`config.mk`:
```
export PLATFORM = sky130hd
export DESIGN_NAME = serial_adder_ctrl
export DESIGN_NICKNAME = d
export VERILOG_FILES = /design/src/rtl/serial_adder_ctrl.sv
export SDC_FILE = /design/constraint.sdc
export NUM_CORES = 1
export LEC_CHECK = 0
export ABC_CLOCK_PERIOD_IN_PS = 2300
export CAP_MARGIN = 40
export CORE_ASPECT_RATIO = 0.5
export CORE_MARGIN = 2
export CORE_UTILIZATION = 35
export DETAILED_ROUTE_END_ITERATION = 12
export HOLD_SLACK_MARGIN = 0.06
export PLACE_DENSITY = 0.56
export SLEW_MARGIN = 25
export SYNTH_ARGS = -nofsm -noshare
export SYNTH_HDL_FRONTEND = slang
export SYNTH_SLANG_ARGS = --single-unit
export TNS_END_PERCENT = 50
```
`constraint.sdc`:
```
create_clock -name clk -period 2.3 [get_ports clk]
set_clock_uncertainty 0.2 [all_clocks]
set_input_delay 0.345 -clock clk [delete_from_list [all_inputs] [get_ports clk]]
set_output_delay 0.345 -clock clk [all_outputs]
set_load 0.02 [all_outputs]
```
`src/rtl/serial_adder_ctrl.sv`:
```
// rtl/serial_adder_ctrl.sv - bit-serial adder: one full-adder cell plus carry register behind valid/ready handshakes
// Optional subtract mode is enabled by defining SERIAL_ADD_SUB_EN.
module serial_adder_ctrl #(
    parameter int WIDTH = 8
) (
    input  logic             clk,
    input  logic             rst_n,
    input  logic             in_valid,
    output logic             in_ready,
    input  logic [WIDTH-1:0] a_in,
    input  logic [WIDTH-1:0] b_in,
    input  logic             cin,
    output logic             out_valid,
    input  logic             out_ready,
    output logic [WIDTH-1:0] sum_out,
    output logic             cout,
    output logic             busy
`ifdef SERIAL_ADD_SUB_EN
    ,
    input  logic             sub
`endif
);

    localparam int CNT_W = $clog2(WIDTH) + 1;

    typedef enum logic [1:0] {
        IDLE  = 2'd0,
        SHIFT = 2'd1,
        DONE  = 2'd2
    } state_t;

    state_t           state_q, state_d;
    logic [WIDTH-1:0] a_sh_q, a_sh_d;
    logic [WIDTH-1:0] b_sh_q, b_sh_d;
    logic [WIDTH-1:0] sum_sh_q, sum_sh_d;
    logic [WIDTH-1:0] sum_out_q, sum_out_d;
    logic             carry_q, carry_d;
    logic [CNT_W-1:0] cnt_q, cnt_d;
    logic             in_ready_q, in_ready_d;
    logic             out_valid_q, out_valid_d;
    logic             cout_q, cout_d;
    logic             busy_q, busy_d;

    logic             bit_s;
    logic             bit_c;
    logic [WIDTH:0]   sum_ext;
    logic [WIDTH-1:0] b_cap;
    logic             carry_cap;

    // Subtraction is A + ~B + 1, so cout = 1 means no borrow.
`ifdef SERIAL_ADD_SUB_EN
    assign b_cap     = sub ? ~b_in : b_in;
    assign carry_cap = sub ? 1'b1 : cin;
`else
    assign b_cap     = b_in;
    assign carry_cap = cin;
`endif

    always_comb begin
        bit_s = a_sh_q[0] ^ b_sh_q[0] ^ carry_q;
        bit_c = (a_sh_q[0] & b_sh_q[0]) | (b_sh_q[0] & carry_q) | (carry_q & a_sh_q[0]);
        // Widened by one bit so the shift-in also works for WIDTH = 1.
        sum_ext = {bit_s, sum_sh_q};
    end

    always_comb begin
        state_d     = state_q;
        a_sh_d      = a_sh_q;
        b_sh_d      = b_sh_q;
        sum_sh_d    = sum_sh_q;
        sum_out_d   = sum_out_q;
        carry_d     = carry_q;
        cnt_d       = cnt_q;
        in_ready_d  = in_ready_q;
        out_valid_d = out_valid_q;
        cout_d      = cout_q;

        case (state_q)
            IDLE: begin
                in_ready_d = 1'b1;
                if (in_valid && in_ready_q) begin
                    a_sh_d     = a_in;
                    b_sh_d     = b_cap;
                    carry_d    = carry_cap;
                    cnt_d      = '0;
                    in_ready_d = 1'b0;
                    state_d    = SHIFT;
                end
            end
            SHIFT: begin
                sum_sh_d = sum_ext[WIDTH:1];
                carry_d  = bit_c;
                a_sh_d   = a_sh_q >> 1;
                b_sh_d   = b_sh_q >> 1;
                cnt_d    = cnt_q + CNT_W'(1);
                if (cnt_q == CNT_W'(WIDTH - 1)) begin
                    sum_out_d   = sum_ext[WIDTH:1];
                    cout_d      = bit_c;
                    out_valid_d = 1'b1;
                    state_d     = DONE;
                end
            end
            DONE: begin
                if (out_ready) begin
                    out_valid_d = 1'b0;
                    in_ready_d  = 1'b1;
                    state_d     = IDLE;
                end
            end
            default: begin
                state_d     = IDLE;
                in_ready_d  = 1'b0;
                out_valid_d = 1'b0;
            end
        endcase

        busy_d = (state_d == SHIFT) || (state_d == DONE);
    end

    always_ff @(posedge clk or negedge rst_n) begin
        if (!rst_n) begin
            state_q     <= IDLE;
            a_sh_q      <= '0;
            b_sh_q      <= '0;
            sum_sh_q    <= '0;
            sum_out_q   <= '0;
            carry_q     <= 1'b0;
            cnt_q       <= '0;
            in_ready_q  <= 1'b0;
            out_valid_q <= 1'b0;
            cout_q      <= 1'b0;
            busy_q      <= 1'b0;
        end else begin
            state_q     <= state_d;
            a_sh_q      <= a_sh_d;
            b_sh_q      <= b_sh_d;
            sum_sh_q    <= sum_sh_d;
            sum_out_q   <= sum_out_d;
            carry_q     <= carry_d;
            cnt_q       <= cnt_d;
            in_ready_q  <= in_ready_d;
            out_valid_q <= out_valid_d;
            cout_q      <= cout_d;
            busy_q      <= busy_d;
        end
    end

    assign in_ready  = in_ready_q;
    assign out_valid = out_valid_q;
    assign sum_out   = sum_out_q;
    assign cout      = cout_q;
    assign busy      = busy_q;

endmodule

```
==> results_tabular.tex, run 1 <==
\begin{tabular}{lr}
\hline
Metric & Value \\
\hline
\multicolumn{2}{l}{\textbf{Synthesis}} \\
\quad Synth Cell Area & 1870 um\^{}2 \\
\quad Number of flops mapped to enable cells by yosys & 0 \\
\quad Total number of yosys warnings & 0 \\
\quad Ys flop type & dfrtp\_1 \\
\quad Sequential-to-total area share from yosys stat & 0.562 \\
\quad Cell count after synthesis & 184 \\
\quad Distinct cell type count after synthesis & 27 \\
\quad Flops \& latches, synth & 42 \\
\quad Mapped Avg Cell Area & 10.2 um\^{}2 \\
\quad Mapped Nets & 207 \\
\quad Share of flip-flops with an asynchronous set or reset & 1.00 \\
\multicolumn{2}{l}{\textbf{Timing}} \\
\quad Total negative setup slack & 0 ns \\
\quad Worst Max-Slew Pin Slew & 0.530 ns \\
\quad Final Max Slew Viols & 0 \\
\quad Maximum clock rate & 0.540 GHz \\
\quad Min Tclk post-route & 1.85 ns \\
\quad Part of the cycle the worst path needs & 0.805 \\
\quad Unrepaired setup endpoints after global routing & no \\
\quad Endpoints failing hold & 0 \\
\quad Finish-stage setup viols & 0 \\
\quad Worst relative slew slack & 0.647 \\
\multicolumn{2}{l}{\textbf{Power and ir drop}} \\
\quad Cell internal power dissipation & 2.00 mW \\
\quad Proportion of power drawn by flip-flops and latches & 0.403 \\
\quad Switching pwr & 1.24 mW \\
\quad Switch share & 0.382 \\
\quad Combinational group share of total power & 0.444 \\
\quad Maximum vdd ir drop & 479 uV \\
\quad Leak pwr & 1.07 nW \\
\quad Proportion of power drawn by the clock network & 0.153 \\
\quad Ratio of total power to cell area & 1380 nW/um\^{}2 \\
\multicolumn{2}{l}{\textbf{Drt}} \\
\quad Remaining number of nets flagged by the antenna check after routing & 0 \\
\quad Total via count in the routed design & 1346 \\
\quad DRC violations left & 0 \\
\quad First DRT Iteration DRCs & 66 \\
\quad Number of search-and-repair iterations in the first detailed-routing pass & 4 \\
\quad Average via count per standard cell & 4.64 \\
\quad Routed wirelength normalized by instance count & 12.1 um \\
\quad Sum of routed wire length over all layers & 3500 um \\
\multicolumn{2}{l}{\textbf{Layout}} \\
\quad Ratio of cells with drive above 1 in the final layout & 0.127 \\
\quad Antenna cells & 0 \\
\quad Finished Core Util & 0.467 \\
\quad Final instance area & 2350 um\^{}2 \\
\quad P\&R area growth vs syn & 26.0\% \\
\quad Number of nets in the layout & 242 \\
\quad Most frequent cells in the layout & dfrtp\_1 (42), nand2\_1 (41), a21oi\_1 (33), clkdlybuf4s50\_1 (31), nor2\_1 (16) \\
\quad Commonest non-fill, non-tap cell in the layout & dfrtp\_1 \\
\multicolumn{2}{l}{\textbf{Critical path}} \\
\quad Req. time, crit path & 1.75 ns \\
\quad Top fanout value on the critical path & 5 \\
\quad Cell-by-cell listing of the critical path & clkdlybuf4s50\_1 \\
\quad Max stage delay cell, worst path & clkdlybuf4s50\_1 \\
\quad Startpoint Class & flop \\
\quad CP top delay family & buffers and inverters \\
\quad Critical setup path kind & flop to output pin \\
\quad CP Data Arrival Time & 1.31 ns \\
\quad Endpoint kind of the worst setup timing path & output pin \\
\quad Worst path bufs/invs & 1 \\
\quad Critical Path Max Stage Delay & 0.62 ns \\
\multicolumn{2}{l}{\textbf{Clocking}} \\
\quad Depth of the CTS H-tree & 2 \\
\quad Clk\_lat worst skew & 0.29 ns \\
\quad Cell at the root of the clock tree & clkbuf\_8 \\
\quad Clock Sinks & 42 \\
\quad Clock buffers created by TritonCTS & 5 \\
\quad Post-CTS setup buffers & 0 \\
\quad Buffers from clock root to sink, at most & 2 \\
\quad Reg clk slew, reported paths & 0.08 ns \\
\quad Clock tree from TritonCTS & done \\
\multicolumn{2}{l}{\textbf{GRT}} \\
\quad Overall routing resource usage & 0.128 \\
\quad Met2 GRT Util & 0.176 \\
\quad GR Util met1 & 0.191 \\
\quad Total congestion overflow & 0 \\
\quad Vias in the first global route & 1222 \\
\quad Wire length of the first global-routing pass & 6010 um \\
\quad Pin count of the biggest net entering global routing & 43 \\
\quad Routing usage on met3 & 0.0410 \\
\quad Initial antenna violation count & 0 \\
\quad Layer carrying the most global-route usage & met1 \\
\multicolumn{2}{l}{\textbf{Die}} \\
\quad Die outline area & 5980 um\^{}2 \\
\quad Number of top-level pins & 33 \\
\quad Starting Density & 0.371 \\
\quad Number of rows in the core area & 18 \\
\quad Die Y & 55.7 um \\
\quad Core Region & 5040 um\^{}2 \\
\quad Chip Width & 107 um \\
\multicolumn{2}{l}{\textbf{Placed design}} \\
\quad Final estimated routing congestion in global placement & 0.760 \\
\quad Number of I/O port buffers & 32 \\
\quad Cell area reported after detailed placement & 2250 um\^{}2 \\
\quad Final HPWL DP & 2300 um \\
\multicolumn{2}{l}{\textbf{Status}} \\
\quad Run status & finished clean \\
\multicolumn{2}{l}{\textbf{Hold path}} \\
\quad Hold/Removal Path Class & flop to flop \\
\multicolumn{2}{l}{\textbf{Flow run}} \\
\quad Max-cap violations & 0 \\
\hline
\end{tabular}
==> worst reg2reg max path: stages (launching register included) <==
cell      delay (ns)
dfrtp_1         0.49
nand2b_4        0.20
nor3_4          0.19
buf_4           0.25
mux2_2          0.35
==> final timing paths <==
path | to | slack, ns | cells past startpoint | start
worst min-delay path | sum_sh_q[1] | 0.29 | 2 | sum_sh_q[1]
worst max-delay path | in_ready | 0.45 | 1 | in_ready
worst max register to register | sum_out[0] | 0.51 | 4 | state_q[1]
worst min register to register | sum_sh_q[1] | 0.29 | 2 | sum_sh_q[1]
min in group asynchronous | a_sh_q[3] | 0.44 | 3 | rst_n
max in group asynchronous | sum_out[2] | 1.09 | 3 | rst_n
==> power groups by stage <==
stage                     registers (mW)  logic, mW  clock network, mW
after global routing                1.36       1.63              0.544
final                               1.31       1.44              0.497
after global placement              1.32       1.44                  0
after floorplan                     1.39      0.933                  0
after CTS                           1.31       1.47              0.513
after detailed placement            1.33       1.46                  0
==> registers in the layout, indices dropped and copies added (netlist names) <==
register   flops
carry_q        1
cout           1
sum_sh_q       7
cnt_q          4
b_sh_q         8
state_q        2
in_ready       1
a_sh_q         8
sum_out        8
out_valid      1
busy           1
==> cells in the mapped netlist, types with 2 or more instances <==
cell,instances,area share
clkbuf_1,3,0.0060
mux2i_1,3,0.016
dfrtp_1,42,0.56
nor2_1,16,0.032
o21ai_0,7,0.019
buf_6,3,0.018
a21oi_1,33,0.088
nand3_1,5,0.013
nand2_1,41,0.082
buf_2,6,0.016
inv_1,2,0.0040
mux2_4,8,0.064
==> metal layers <==
layer / part of all wire / wire [um]
met5: 0 / 0
met4: 0.0080 / 28
met3: 0.039 / 137
met2: 0.44 / 1560
met1: 0.51 / 1780
==> area by class of cell <==
cell class,count,area (um^2)
timing repair buffer,41,385
inverter,2,7.51
clock buffer,6,82.6
multi-input combinational,127,728
tap,70,87.6
fill,509,2690
clock inverter,2,12.5
sequential,42,1050
==> cell families (layout without fill, tap and decap cells) <==
logic type               count (synthesis)  after routing  share of synthesized area
AO/OA/AOI/OAI                           46             46                      0.130
adder cells (fa/ha/maj)                  2              2                     0.0174
buffers and inverters                   15             51                     0.0482
flip-flops                              42             42                      0.562
multiplexers                            12             12                     0.0863
AND/OR/NAND/NOR                         67             67                      0.156
==> per-stage QoR <==
stage / power (mW) / hold slack (ns) / cells / setup WS, ns
detailed placement: 2.79 / 0.249 / 281 / 0.308
finish: 3.24 / 0.289 / 290 / 0.447
CTS: 3.29 / 0.292 / 290 / 0.434
floorplan: 2.33 / -0.151 / 184 / 0.701
global route: 3.53 / 0.315 / 290 / 0.402
global placement: 2.76 / 0.248 / 281 / 0.329
==> what timing repair did <==
item	CTS	global route
resized for setup	0	0
hold buffers	1	0
endpoints found under the hold margin	42	0
No activity file was read; power rests on OpenSTA's default activity.
==> run 2: changes to the inputs <==
ABC_CLOCK_PERIOD_IN_PS = 1500   (was 2300)
PLACE_DENSITY = 0.58   (was 0.56)
clock period = 1.5 ns   (was 2.3 ns; I/O delays follow)
==> run 2 against run 1 <==
Effect of this change: largest power group unchanged; utilization increased by 4.5 points; clock power increased by 79%; wire length increased by 10%; via count increased by 5.9%; highest routed layer unchanged; global-route usage increased by 1.3 points; die area unchanged; combinational power increased by 81%; sequential power increased by 53%; the run now ends with negative setup slack left.
==> results_tabular.tex, run 2 (same netlist as run 1, synthesis figures left out) <==
\begin{tabular}{lr}
\hline
Metric & Value \\
\hline
\multicolumn{2}{l}{\textbf{GRT}} \\
\quad Total congestion overflow & 0 \\
\quad Initial antenna violation count & 0 \\
\quad Pin count of the biggest net entering global routing & 43 \\
\quad Overall routing resource usage & 0.141 \\
\quad Wire length of the first global-routing pass & 6650 um \\
\quad Vias in the first global route & 1394 \\
\multicolumn{2}{l}{\textbf{Layout}} \\
\quad Commonest non-fill, non-tap cell in the layout & dfrtp\_1 \\
\quad Most frequent cells in the layout & dfrtp\_1 (41), nand2\_1 (40), a21oi\_1 (33), clkdlybuf4s50\_1 (19), buf\_4 (18) \\
\quad P\&R area growth vs syn & 38.2\% \\
\quad Antenna cells & 0 \\
\quad Number of nets in the layout & 260 \\
\quad Sequential cell area & 1050 um\^{}2 \\
\quad Multi-input combinational cell area & 769 um\^{}2 \\
\quad Layout fillers & 478 \\
\quad Ratio of cells with drive above 1 in the final layout & 0.231 \\
\multicolumn{2}{l}{\textbf{Timing}} \\
\quad Minimum setup slack in the final design & -0.0812 ns \\
\quad Final Hold Slack & 0.219 ns \\
\quad Min Tclk post-route & 1.58 ns \\
\quad Part of the cycle the worst path needs & 1.05 \\
\quad Total negative setup slack & -1.19 ns \\
\quad Endpoints failing hold & 0 \\
\quad Worst Max-Slew Pin Slew & 0.294 ns \\
\quad Unrepaired setup endpoints after global routing & yes \\
\quad Worst relative slew slack & 0.804 \\
\quad Final Max Slew Viols & 0 \\
\quad Maximum clock rate & 0.632 GHz \\
\quad Finish-stage setup viols & 26 \\
\multicolumn{2}{l}{\textbf{Drt}} \\
\quad Average via count per standard cell & 4.63 \\
\quad Met1 routed wirelength after detailed routing & 1970 um \\
\quad Routed wirelength normalized by instance count & 12.5 um \\
\quad Number of search-and-repair iterations in the first detailed-routing pass & 4 \\
\quad Wire length on met2 & 1740 um \\
\quad DRC violations left & 0 \\
\quad Total via count in the routed design & 1425 \\
\quad Met3 Routed Length & 114 um \\
\quad Sum of routed wire length over all layers & 3850 um \\
\quad Remaining number of nets flagged by the antenna check after routing & 0 \\
\quad First DRT Iteration DRCs & 27 \\
\quad Top routing layer used & met4 \\
\multicolumn{2}{l}{\textbf{Critical path}} \\
\quad CP Data Arrival Time & 1.57 ns \\
\quad Top fanout value on the critical path & 3 \\
\quad Critical setup path kind & flop to flop \\
\quad Startpoint Class & flop \\
\quad Endpoint kind of the worst setup timing path & flop \\
\quad Req. time, crit path & 1.49 ns \\
\multicolumn{2}{l}{\textbf{Clocking}} \\
\quad Buffers from clock root to sink, at most & 2 \\
\quad Clock tree from TritonCTS & done \\
\quad Clock Sinks & 42 \\
\quad Clk\_lat worst skew & 0.30 ns \\
\quad Depth of the CTS H-tree & 2 \\
\quad Cell at the root of the clock tree & clkbuf\_8 \\
\quad Reg clk slew, reported paths & 0.08 ns \\
\quad Clock buffers created by TritonCTS & 5 \\
\multicolumn{2}{l}{\textbf{Die}} \\
\quad Number of top-level pins & 33 \\
\quad Chip Width & 107 um \\
\quad Number of rows in the core area & 18 \\
\quad Die Y & 55.7 um \\
\quad Die outline area & 5980 um\^{}2 \\
\quad Core Region & 5040 um\^{}2 \\
\quad Starting Density & 0.371 \\
\multicolumn{2}{l}{\textbf{Power and ir drop}} \\
\quad Maximum vdd ir drop & 748 uV \\
\quad Ratio of total power to cell area & 2130 nW/um\^{}2 \\
\quad Leak pwr & 1.23 nW \\
\quad Design Power & 5.49 mW \\
\multicolumn{2}{l}{\textbf{Status}} \\
\quad Violations in the final reports & negative setup slack \\
\quad Run status & complete, but fails checks \\
\multicolumn{2}{l}{\textbf{Flow run}} \\
\quad Max-cap violations & 0 \\
\multicolumn{2}{l}{\textbf{Placed design}} \\
\quad Place WS & -0.187 ns \\
\quad Final estimated routing congestion in global placement & 0.747 \\
\quad Final HPWL DP & 2560 um \\
\quad Number of I/O port buffers & 32 \\
\multicolumn{2}{l}{\textbf{Hold path}} \\
\quad Hold/Removal Path Class & input pin to async pin \\
\hline
\end{tabular}
-- run 2: changes by cell type in the layout (fill, tap and decap cells not counted), moves of 2 or more --
cell | previous run | this run
nand3_2 | 0 | 2
o21ai_0 | 7 | 4
clkdlybuf4s50_1 | 31 | 19
dlygate4sd2_1 | 0 | 11
buf_4 | 8 | 18
nand3_1 | 5 | 3
buf_12 | 0 | 3
o21ai_1 | 1 | 4
buf_6 | 0 | 5
-- run 2: layer usage --
metal / GRT usage / up-vias
li1: - / 721
met1: 0.199 / 680
met2: 0.212 / 21
met3: 0.0386 / 3
met4: 0.0440 / 0
met5: 0 / -
-- run 2: what timing repair did --
item	CTS	global route
hold endpoints to repair	42	0
setup endpoints to repair	35	33
resized for setup	17	14
buffers inserted	4	0
pin swaps	3	4
hold buffers	1	0
-- run 2: worst paths after layout --
path | startpoint | endpoint | slack, ns | cells past startpoint
setup / recovery | state_q[1] | sum_out[0] | -0.08 | 4
hold / removal | rst_n | b_sh_q[7] | 0.22 | 3
setup reg to reg | state_q[1] | sum_out[0] | -0.08 | 4
hold reg to reg | sum_sh_q[1] | sum_sh_q[1] | 0.29 | 2
max in group asynchronous | rst_n | state_q[1] | 0.66 | 3
min in group clk | sum_sh_q[1] | sum_sh_q[1] | 0.29 | 2
-- run 2: final cells by class --
class	instances	share of cell area
clock inverter	3	0.0155
clock buffer	5	0.0266
sequential	42	0.407
tap	70	0.0339
multi-input combinational	127	0.298
timing repair buffer	59	0.216
inverter	2	0.00291
-- run 2: worst max-delay path, cell delays in order, from the launching register on --
cell      delay [ns]
dfrtp_2         0.42
nand2b_4        0.15
nor3_4          0.21
buf_4           0.16
mux2_2          0.33
-- run 2: where the power goes --
part / internal (mW) / switching [mW] / leakage, nW
combinational: 1.27 / 1.34 / 0.664
clock: 0.490 / 0.401 / 0.0579
sequential: 1.67 / 0.328 / 0.509
-- run 2: metrics by stage --
stage | utilization | cells | area (um^2)
2_1_floorplan | - | 184 | 1870
3_3_place_gp | 0.475 | 295 | 2400
3_5_place_dp | 0.475 | 295 | 2400
4_1_cts | 0.504 | 308 | 2540
5_1_grt | 0.512 | 308 | 2580
6_report | 0.512 | 308 | 2580
